### src/rtl/alu_exec_stage.sv
// ALU execute stage. Computes the result for the ALU control code and
// holds it in a two-entry elastic buffer (an output register plus a skid
// register) that uses a valid/ready handshake. It also provides zero and
// illegal-opcode flags and a counter of retired operations.
module alu_exec_stage #(
   parameter int XLEN  = 32,
   parameter int CNT_W = 32
) (
   input  logic             clk,
   input  logic             rst,
   input  logic             flush,
   input  logic             in_valid,
   output logic             in_ready,
   input  logic [XLEN-1:0]  op_a,
   input  logic [XLEN-1:0]  op_b,
   input  logic [3:0]       alu_control,
   input  logic [4:0]       rd_in,
   input  logic             reg_write_in,
   output logic             out_valid,
   input  logic             out_ready,
   output logic [XLEN-1:0]  result,
   output logic             zero,
   output logic             illegal_op,
   output logic [4:0]       rd_out,
   output logic             reg_write_out,
   output logic [CNT_W-1:0] op_count
);

   typedef enum logic [1:0] {EMPTY = 2'd0, ONE = 2'd1, FULL = 2'd2} state_e;

   typedef struct packed {
      logic [XLEN-1:0] res;
      logic            zero;
      logic            illegal;
      logic [4:0]      rd;
      logic            reg_write;
   } entry_t;

   // The reset entry has result 0, so zero reads 1 out of reset.
   localparam entry_t ENTRY_RST = '{res: '0, zero: 1'b1, illegal: 1'b0, rd: '0, reg_write: 1'b0};

   state_e           state_q, state_d;
   entry_t           out_q, out_d, skid_q, skid_d, new_entry;
   logic             in_ready_q, in_ready_d;
   logic             out_valid_q, out_valid_d;
   logic [CNT_W-1:0] cnt_q, cnt_d;
   logic             accept, fire;

   // Compute the entry for the incoming operation. An unsupported code
   // yields result 0 and suppresses writeback.
   always_comb begin
      new_entry           = ENTRY_RST;
      new_entry.rd        = rd_in;
      new_entry.illegal   = 1'b0;
      unique case (alu_control)
         4'b0000: new_entry.res = op_a & op_b;
         4'b0001: new_entry.res = op_a | op_b;
         4'b0010: new_entry.res = op_a + op_b;
         4'b0011: new_entry.res = op_a ^ op_b;
         4'b0110: new_entry.res = op_a - op_b;
         default: begin
            new_entry.res     = '0;
            new_entry.illegal = 1'b1;
         end
      endcase
      new_entry.zero      = (new_entry.res == '0);
      new_entry.reg_write = reg_write_in & ~new_entry.illegal;
   end

   assign accept = in_valid & in_ready_q;
   assign fire   = out_valid_q & out_ready;

   // Occupancy FSM. Flush discards both entries and any same-cycle accept,
   // but a same-cycle fire still counts.
   always_comb begin
      state_d = state_q;
      out_d   = out_q;
      skid_d  = skid_q;
      cnt_d   = cnt_q + {{(CNT_W-1){1'b0}}, fire};
      if (flush) begin
         state_d = EMPTY;
      end else begin
         unique case (state_q)
            EMPTY: if (accept) begin
               out_d   = new_entry;
               state_d = ONE;
            end
            ONE: begin
               if (accept && fire) begin
                  out_d = new_entry;
               end else if (accept) begin
                  skid_d  = new_entry;
                  state_d = FULL;
               end else if (fire) begin
                  state_d = EMPTY;
               end
            end
            FULL: if (fire) begin
               out_d   = skid_q;
               state_d = ONE;
            end
            default: state_d = EMPTY;
         endcase
      end
      in_ready_d  = (state_d != FULL);
      out_valid_d = (state_d != EMPTY);
   end

   // State and data registers, with an asynchronous active-high reset.
   always_ff @(posedge clk or posedge rst) begin
      if (rst) begin
         state_q     <= EMPTY;
         out_q       <= ENTRY_RST;
         skid_q      <= ENTRY_RST;
         in_ready_q  <= 1'b1;
         out_valid_q <= 1'b0;
         cnt_q       <= '0;
      end else begin
         state_q     <= state_d;
         out_q       <= out_d;
         skid_q      <= skid_d;
         in_ready_q  <= in_ready_d;
         out_valid_q <= out_valid_d;
         cnt_q       <= cnt_d;
      end
   end

   assign in_ready      = in_ready_q;
   assign out_valid     = out_valid_q;
   assign result        = out_q.res;
   assign zero          = out_q.zero;
   assign illegal_op    = out_q.illegal;
   assign rd_out        = out_q.rd;
   assign reg_write_out = out_q.reg_write;
   assign op_count      = cnt_q;

endmodule
### config.mk
export PLATFORM = sky130hd
export DESIGN_NAME = alu_exec_stage
export DESIGN_NICKNAME = d
export VERILOG_FILES = /design/src/rtl/alu_exec_stage.sv
export SDC_FILE = /design/constraint.sdc
export NUM_CORES = 1
export LEC_CHECK = 0
export CAP_MARGIN = 30
export CORE_ASPECT_RATIO = 0.7
export CORE_MARGIN = 5
export CORE_UTILIZATION = 50
export DETAILED_ROUTE_END_ITERATION = 8
export HOLD_SLACK_MARGIN = 0.06
export PLACE_DENSITY = 0.77
export SETUP_SLACK_MARGIN = 0.2
export SLEW_MARGIN = 15
export SYNTH_ARGS = -nofsm -noshare
export SYNTH_HDL_FRONTEND = slang
export SYNTH_SLANG_ARGS = --single-unit
### constraint.sdc
create_clock -name clk -period 3.8 [get_ports clk]
set_input_delay 0.57 -clock clk [delete_from_list [all_inputs] [get_ports clk]]
set_output_delay 0.57 -clock clk [all_outputs]
set_load 0.005 [all_outputs]
# After elaboration in Yosys (flattened, before gate mapping)
# Cells that the tools add are included.
# W data, S select, Z words.
dict set report op_classes {
  add_sub_neg 3
  multipliers 0
  div_mod_pow 0
  magnitude_cmp 0
  eq_ne 10
  shift 0
  n_mux 13
  n_bitwise 8
  n_reduce_logical 9
}
# operator count
set op_table {}
lappend op_table {{$pmux W32 S5} 1}
lappend op_table {{$mux W40} 3}
lappend op_table {{$pmux W40 S3} 1}
lappend op_table {{$add A32 B1 Y32} 1}
lappend op_table {{$add A32 B32 Y32} 1}
lappend op_table {{$and A32 B32 Y32} 1}
lappend op_table {{$logic_not A32 Y1} 1}
lappend op_table {{$or A32 B32 Y32} 1}
lappend op_table {{$sub A32 B32 Y32} 1}
lappend op_table {{$xor A32 B32 Y32} 1}
lappend op_table {{$mux W2} 6}
lappend op_table {{$eq A4 B2 Y1 const B} 2}
lappend op_table {{$ne A2 B2 Y1 const B} 4}
lappend op_table {{$pmux W2 S3} 1}
lappend op_table {{$reduce_and A5 Y1} 1}
lappend op_table {{$reduce_or A5 Y1} 1}
lappend op_table {{$eq A4 B1 Y1 const B} 1}
lappend op_table {{$eq A4 B3 Y1 const B} 1}
lappend op_table {{$logic_not A4 Y1} 1}
lappend op_table {{$reduce_and A4 Y1} 1}
lappend op_table {{$and A1 B1 Y1} 3}
lappend op_table {{$reduce_bool A3 Y1} 1}
lappend op_table {{$eq A2 B1 Y1 const B} 1}
lappend op_table {{$eq A2 B2 Y1 const B} 1}
lappend op_table {{other kinds (5)} 6}
dict set report totals {
  register_bits 116
  latchBits 0
  mem_bits_rw 0
  romBits 0
  in_bits 79
  output_inout_bits 74
  elab_cells 57
  mem_count 0
}

# Depth between registers and ports, before layout
dict set report depth {
  word_depth 7
  ltp_mapped 23
  mapped_depth_nobuf 22
}

# Worst setup path after synthesis
# Ideal clock, no wire load.
dict set report synth_timing {
  path_kind {input to register}
  start {input alu_control[1]}
  end {register out_q (netlist bit zero)}
  setup_time_ns 0.086
  arrival_ns 5.418
  required_ns 3.714
  path_slack_ns -1.704
  stages 21
  n_path_buf 5
  cell_sequence {clkbuf_1 > nor3b_1 > clkbuf_1 > clkbuf_1 > buf_2 > and2_1 > clkbuf_1 > a41oi_1 > xnor2_1 > ha_1 > and3_1 > a221o_1 > nand3_2 > a21oi_2 > or3b_4 > or4_4 > nor4_2 > nand4b_1 > nor4b_2 > nand4b_1 > o31ai_2}
}
dict set report synth_between {
  elab_chain_len 5
  elab_cells_between_ends 10
  cone_classes {4 x eq/ne; 4 x mux; 2 x reduce/logical}
}
# item line_no
set synth_lines {}
lappend synth_lines {{start, declared} 16} ;# input logic [3:0] alu_control,
lappend synth_lines {{$eq A4 B3 Y1, or another cell as far along} 55} ;# unique case (alu_control)
lappend synth_lines {{$pmux W32 S5 *} 55}
lappend synth_lines {{$logic_not A32 Y1 *} 66} ;# new_entry.zero = (new_entry.res == '0);
lappend synth_lines {{$mux W40, on equally long branches} {89, 84}}
lappend synth_lines {{$pmux W40 S3 *} 83} ;# unique case (state_q)
lappend synth_lines {{end signal, assigned} 120} ;# out_q <= out_d;
lappend synth_lines {{end, declared} 43} ;# entry_t out_q, out_d, skid_q, skid_d, new_entry;
# Every way passes the cells marked *; elsewhere a longest branch is shown, timed or not. The select of a mux whose other input is x is not followed.
# A chain may end at the register's enable or synchronous reset.

# Worst setup path in the final report
dict set report layout_timing {
  start {input op_b[7]}
  end {register out_q (netlist bit zero)}
}
dict set report layout_between {
  elab_chain_len 5
  elab_cells_between_ends 10
  cone_classes {2 x add/sub; 4 x mux; 3 x bitwise; 1 x reduce/logical}
}
# item line_no
set layout_lines {}
lappend layout_lines {{start, declared} 15} ;# input logic [XLEN-1:0] op_b,
lappend layout_lines {{$sub A32 B32 Y32, or another cell as far along} 60} ;# 4'b0110: new_entry.res = op_a - op_b;
lappend layout_lines {{$pmux W32 S5 *} 55}
lappend layout_lines {{$logic_not A32 Y1 *} 66}
lappend layout_lines {{$mux W40, on equally long branches} {89, 84}}
lappend layout_lines {{$pmux W40 S3 *} 83}
# Marks and branches as above.

==> metrics.txt <==
synth top area cells=dfrtp_1, ha_1, nand2_1; count of cell types in the netlist=72; Clock transition at path regs=50 ps; Clock Skews=8.64 ps; Initial Util=50.5%; wire length per cell=19.0 µm; Min-Delay Path Depth=2; CP Data Arrival Time=4830 ps; run status=finished with violations; Fmax achieved=222 MHz; Cell Area, Placed=13000 µm²; hold wc startpoint=skid_q[35]$_DFFE_PP0P_; Placed Cells=1753; slack of the worst reg-to-reg path=1080 ps; Final Util=78.8%; Placer Congestion=0.938; crit-path cells=buf_6 -> or4_4 -> or3_4 -> o31ai_4 -> xnor2_1 -> ha_1 -> buf_4 -> nand2_1 -> a21oi_2 -> o32ai_2 -> a21oi_1 -> or3b_4 -> or4_4 -> nor4_4 -> nand4b_1 -> nor4b_2 -> nand4b_1 -> o31ai_2; Worst Setup End Kind=flip-flop; I/O pin count=153; Register Area=2910 µm²; reg2reg end=op_count[28]$_DFF_PP0_; Synth top area share=29.8%; router iterations before antenna repair=6; Hold WC Path Type=flip-flop to flip-flop; Critical Path Fanout Max=3; total power=5660 µW; Synth Instances=1187; Congestion Overflow GR=0; Final Critical Period=4500 ps; Non-Filler Instances=1821; FF+latch count, synth=116; antenna violations before repair=0; pins over their slew limit=0; DR DRC count=0; sequential fraction of the synthesis area=30.7%; Die Span Y=125 µm; vias=10727; Die X-Extent=175 µm; unrepaired setup endpoints after global routing=true; final setup violation count=22; Post-synth EDFFs=0; global-route wire length before repair=52000 µm; Syn Nets=1365; Final nets=1744; crit share post-route=118%; Fillers=1160; CP max-delay cell=or4_4; Initial DRC Count=1037; # diodes=0; CP Class=input port to flip-flop; main flop type after synthesis=dfrtp_1; footprint of the multi-input gates=6880 µm²; Final Hold Viols=0; delay-heaviest family, CP=simple AND/OR/NAND/NOR gates; layout cell share with drive strength beyond 1=28.8%; total track usage=28.4%; fraction of registers with async set/reset=100%; clk buf depth=2; worst reg2reg path depth=11; Core ar.=18800 µm²; clk_lat worst skew=410 ps; largest net degree at the start of global routing=70; Hold Worst Slack=470 ps; CTS H-tree lvls=4; Area Overhead vs Synth=55.9%; CP startpoint kind=input port; Syn Area/Cell=7.99 µm²; CP required=4130 ps; Peak supply drop=0.000422 V; max_slew headroom=55.0%; Num CTS Buffers=17; Tightest Pin Transition=674 ps; Buffers & Inverters on Critical Path=2; CTS sink count=116; Synth Cell Area=9480 µm²; total of max-cap violations=0; root buf cell=clkbuf_16; Port Buffers=152; number of global-route vias before repair=10480; post-DR vias/cell=5.89; FF-to-FF Start=out_valid$_DFF_PP0_; CTS tree=built; row count=42; power density over the cells=383 nW/µm²; final worst-path setup slack=-702 ps; Lkg Pwr=0.00705 µW; area leader, netlist=dfrtp_1; post-DP HPWL=22700 µm; Final ANT Viol Nets=0; Yosys Warn Count=0; crit-path max cell delay=550 ps; final WL=34700 µm; Finished Cell Area=14800 µm²; failing checks=setup timing; Hold EP=skid_q[35]$_DFFE_PP0P_; die area=21900 µm²
-- layout by cell type (no fill, tap or decap), types with 55 or more instances in the layout --
cell type and instances:
nand2_1 193, a21oi_1 57, xnor2_1 55, dfrtp_1 113, ha_1 96, o21ai_0 74, inv_1 93, buf_4 242
clkdlybuf4s50_1 138, nor2_1 71
-- Yosys cell counts (6+ instances only) --
master,count
or3_1,6
o31ai_1,8
inv_1,94
a31oi_1,13
xnor2_1,63
mux2i_1,38
o21a_1,6
clkbuf_1,39
and3_1,8
nand2_1,207
nor2_1,80
and2_1,8
nor3_1,14
buf_1,8
a211o_1,7
nand4_1,19
a211oi_1,12
ha_1,98
buf_2,12
dfrtp_1,113
a21o_1,9
a21oi_1,78
nand3_1,25
o21ai_0,111
xor2_1,14
a22oi_1,8
-- stage by stage --
stage,setup WS [ps],TNS (ps)
global route,-819,-9040
global placement,-1300,-26940
CTS,-693,-2190
detailed placement,-1490,-29480
floorplan,-838,-4250
finish,-702,-6360
-- worst min-delay path, delay by kind of cell (launching register included) --
kind	cells	cell delay, ps
DFF	1	340
and+or+nand+nor	2	100
-- area by class of cell --
type,count,area share [%]
multi-input cells,918,46.5
repair buffers,419,24.5
flip-flops and latches,116,19.7
clock buffers,23,3.30
inverters,94,2.41
well taps,242,2.05
clock inverters,9,1.49
-- sequential cells by signal, summed over array words and instances, names as in the netlist --
name and flops:
illegal_op 1, in_ready 1, op_count 32, out_valid 1, rd_out 5, reg_write_out 1
result 32, skid_q 40, state_q 2, zero 1
-- report_power, final --
| group | internal (µW) | switching, µW |
|---|---|---|
| registers | 1490 | 177 |
| logic | 1030 | 1040 |
| clock network | 1360 | 568 |
-- logic make-up (layout without fill, tap and decap cells) --
group                    count (synthesis)  in the layout  synth area share [%]
flip-flops                             116            116                  30.7
buffers and inverters                  153            545                  6.22
AO/OA/AOI/OAI                          305            305                  19.7
multiplexers                            39             39                  4.13
XOR/XNOR                                77             77                  7.11
adder cells (fa/ha/maj)                 99             99                  13.1
AND/OR/NAND/NOR                        398            398                  19.0
-- worst max path at each step --
| stage | depth (start not counted) | end | from | slack [ps] |
|---|---|---|---|---|
| 6_report | 18 | zero$_DFFE_PP1P_ | op_b[7] | -700 |
| 5_1_grt | 18 | zero$_DFFE_PP1P_ | op_b[7] | -820 |
| 4_1_cts | 17 | zero$_DFFE_PP1P_ | op_b[7] | -690 |
| 3_5_place_dp | 20 | zero$_DFFE_PP1P_ | op_b[9] | -1490 |
| 3_3_place_gp | 17 | zero$_DFFE_PP1P_ | op_b[9] | -1300 |
| 2_1_floorplan | 21 | zero$_DFFE_PP1P_ | alu_control[1] | -840 |
-- metal layers --
metal	part of all wire [%]	vias up	track usage (%)
met5	0	-	0
met4	5.0	0	11.6
met3	7.2	165	5.10
met2	48	536	47.5
met1	40	5151	36.8
li1	-	4875	-
-- timing repair --
item,4_1_cts,5_1_grt
buffers inserted,18,17
gates cloned,0,0
gates resized for setup,127,80
hold buffers,0,0
pin swaps,62,59
endpoints found under the setup margin,38,30
(Power assumes the default switching activity.)
==> RTL edit, RTL diff (same flow settings) <==
Reset style: synchronous (`rst`), changed in one clocked block. Comments in the files are not updated.
--- a/src/rtl/alu_exec_stage.sv
+++ b/src/rtl/alu_exec_stage.sv
@@ -107,7 +107,7 @@
    end
 
    // State and data registers, with an asynchronous active-high reset.
-   always_ff @(posedge clk or posedge rst) begin
+   always_ff @(posedge clk) begin
       if (rst) begin
          state_q     <= EMPTY;
          out_q       <= ENTRY_RST;
Behaviour: differs if rst is asserted again (counterexample within 4 cycles, from zero or initial values and one cycle with rst high); with rst held inactive, the same outputs for 4 cycles.
==> RTL edit against the original RTL <==
- the run still ends with negative setup slack left
- worst setup slack gained 150 ps
- first-iteration DRC count grew 10%
- synthesized area shrank 2.9%
- final area shrank 1.4%
- count of clock-buffer cells in the layout is the same
- power shrank 17%
- wire length grew 3.7%
- sequential cell count is the same
==> RTL edit: results (changes against the original RTL) <==
* Run status: complete, but fails checks
* Compound-Gate Fraction of Synth Area at 23.59% (+3.8 points)
* CTS H-tree depth at 4 (unchanged)
* Drt via density at 5.990 (+1.7%)
* Comb pwr share at 34.6% (-1.9 points)
* First-pass GRT wire length at 50770 µm (-2.3%)
* Total power at 0.004681 W (-17%)
* Slew HR at 26.47% (-29 points)
* WP data arrival at 4670 ps (-160 ps)
* Routability Congestion at 0.9600 (+2.3%)
* Synth Area in Adders at 13.54% (+0.39 points)
* Post-synth top cells: nor2_1 (199), dfxtp_1 (116), a21oi_1 (115), nand2_1 (107), ha_1 (98)
* Post-route setup slack at -556.4 ps (+145.1 ps)
* Reg2Reg Depth at 8 (-3)
* Hold_sp: result[1]
* R2r startpoint: state_q[1]
* IO buf count at 152 (unchanged)
* Final Setup Violations at 19 (-14%)
* Crit-path max FO at 4 (+1)
* Asr flop ratio synth at 0% (-100 points)
* Final hold slack at 455.0 ps (-14.45 ps)
* Post-Place Setup Slack at -1099 ps (+393.3 ps)
* Setup TNS at -4214 ps (+2144 ps)
* CP peak stage delay at 370 ps (-180 ps)
* Post-synthesis area per instance at 7.357 µm² (-7.9%)
* XOR/XNOR share of the synthesized area at 7.137% (+0.022 points)
* Seq power at 0.00126 W (-24%)
* Ranking of synthesized cells by area: dfxtp_1 (25%), ha_1 (13%), nor2_1 (8.1%), a21oi_1 (6.3%), a211oi_1 (5.3%)
* Netlist cell types at 71 (-1.4%)
* Syn_nets at 1429 (+4.7%)
* Nets at 1797 (+3.0%)
* Worst min-delay path endpoint: result[1]
* Met3 usage at 5.912% (+0.81 points)
* Lkg Pwr at 6.182 nW (-12%)
* Maximum vdd drop at 0.2650 mV (-37%)
* Overall Global Routing Usage at 29.36% (+0.92 points)
* Top FF cell, synth: dfxtp_1
* R2r endpoint: result[20]
* Initial DRC Count at 1144 (+10%)
* Post-synthesis mux area share at 1.536% (-2.6 points)
* Failing checks: negative setup slack
* Sequential area share after synthesis at 25.23% (-5.4 points)
* Vias in the first global route at 10290 (-1.9%)
* Largest net degree at the start of global routing at 90 (+29%)
* Met1 GRT Util at 38.48% (+1.7 points)
* Final WL at 35930 µm (+3.7%)
* Met2 GRT Util at 48.27% (+0.82 points)
* Number of post-CTS setup repair buffers at 31 (+13)
* Non-filler cells, final at 1868 (+2.6%)
* Metal-1 WL at 14510 µm (+5.0%)
* Skew final at 8.808 ps (+0.1718 ps)
* Post_cts resized at 129 (+1.6%)
* Initial DRT Pass Iterations at 5 (-1)
* Share of layout cells above drive strength 1 at 29.96% (+1.2 points)
* R2r setup slk at 970 ps (-110 ps)
* Switching pwr at 0.001424 W (-20%)
* Met3 WL at 2797 µm (+13%)
* WL met2 at 17090 µm (+2.8%)
* DP Wirelength at 22950 µm (+1.2%)
-- RTL edit: worst max path at each step --
| stage | startpoint | end | slack [ps] | cells after the start |
|---|---|---|---|---|
| floorplan | alu_control[0] | zero | -260 | 21 |
| global placement | op_b[5] | result[31] | -1000 | 21 |
| detailed placement | op_b[5] | zero | -1100 | 20 |
| CTS | op_b[2] | zero | -280 | 21 |
| global route | op_b[4] | zero | -700 | 20 |
| finish | op_b[4] | zero | -560 | 22 |
-- RTL edit: final cells by class --
class                   instances  area [µm²]
flip-flops and latches        116        2322
repair buffers                423        3689
well taps                     236       295.3
clock inverters                 9       172.7
multi-input cells             976        7286
inverters                      85       319.1
clock buffers                  23       488.0
fillers                      1074        3486
-- RTL edit: worst register-to-register path, stage by stage (launching register included) --
cell and delay [ps]:
dfxtp_1 370, nor2b_1 160, buf_4 220, a22oi_1 330, or2_2 910, buf_4 380, a211oi_1 70, a21oi_1 170
nor2_1 50
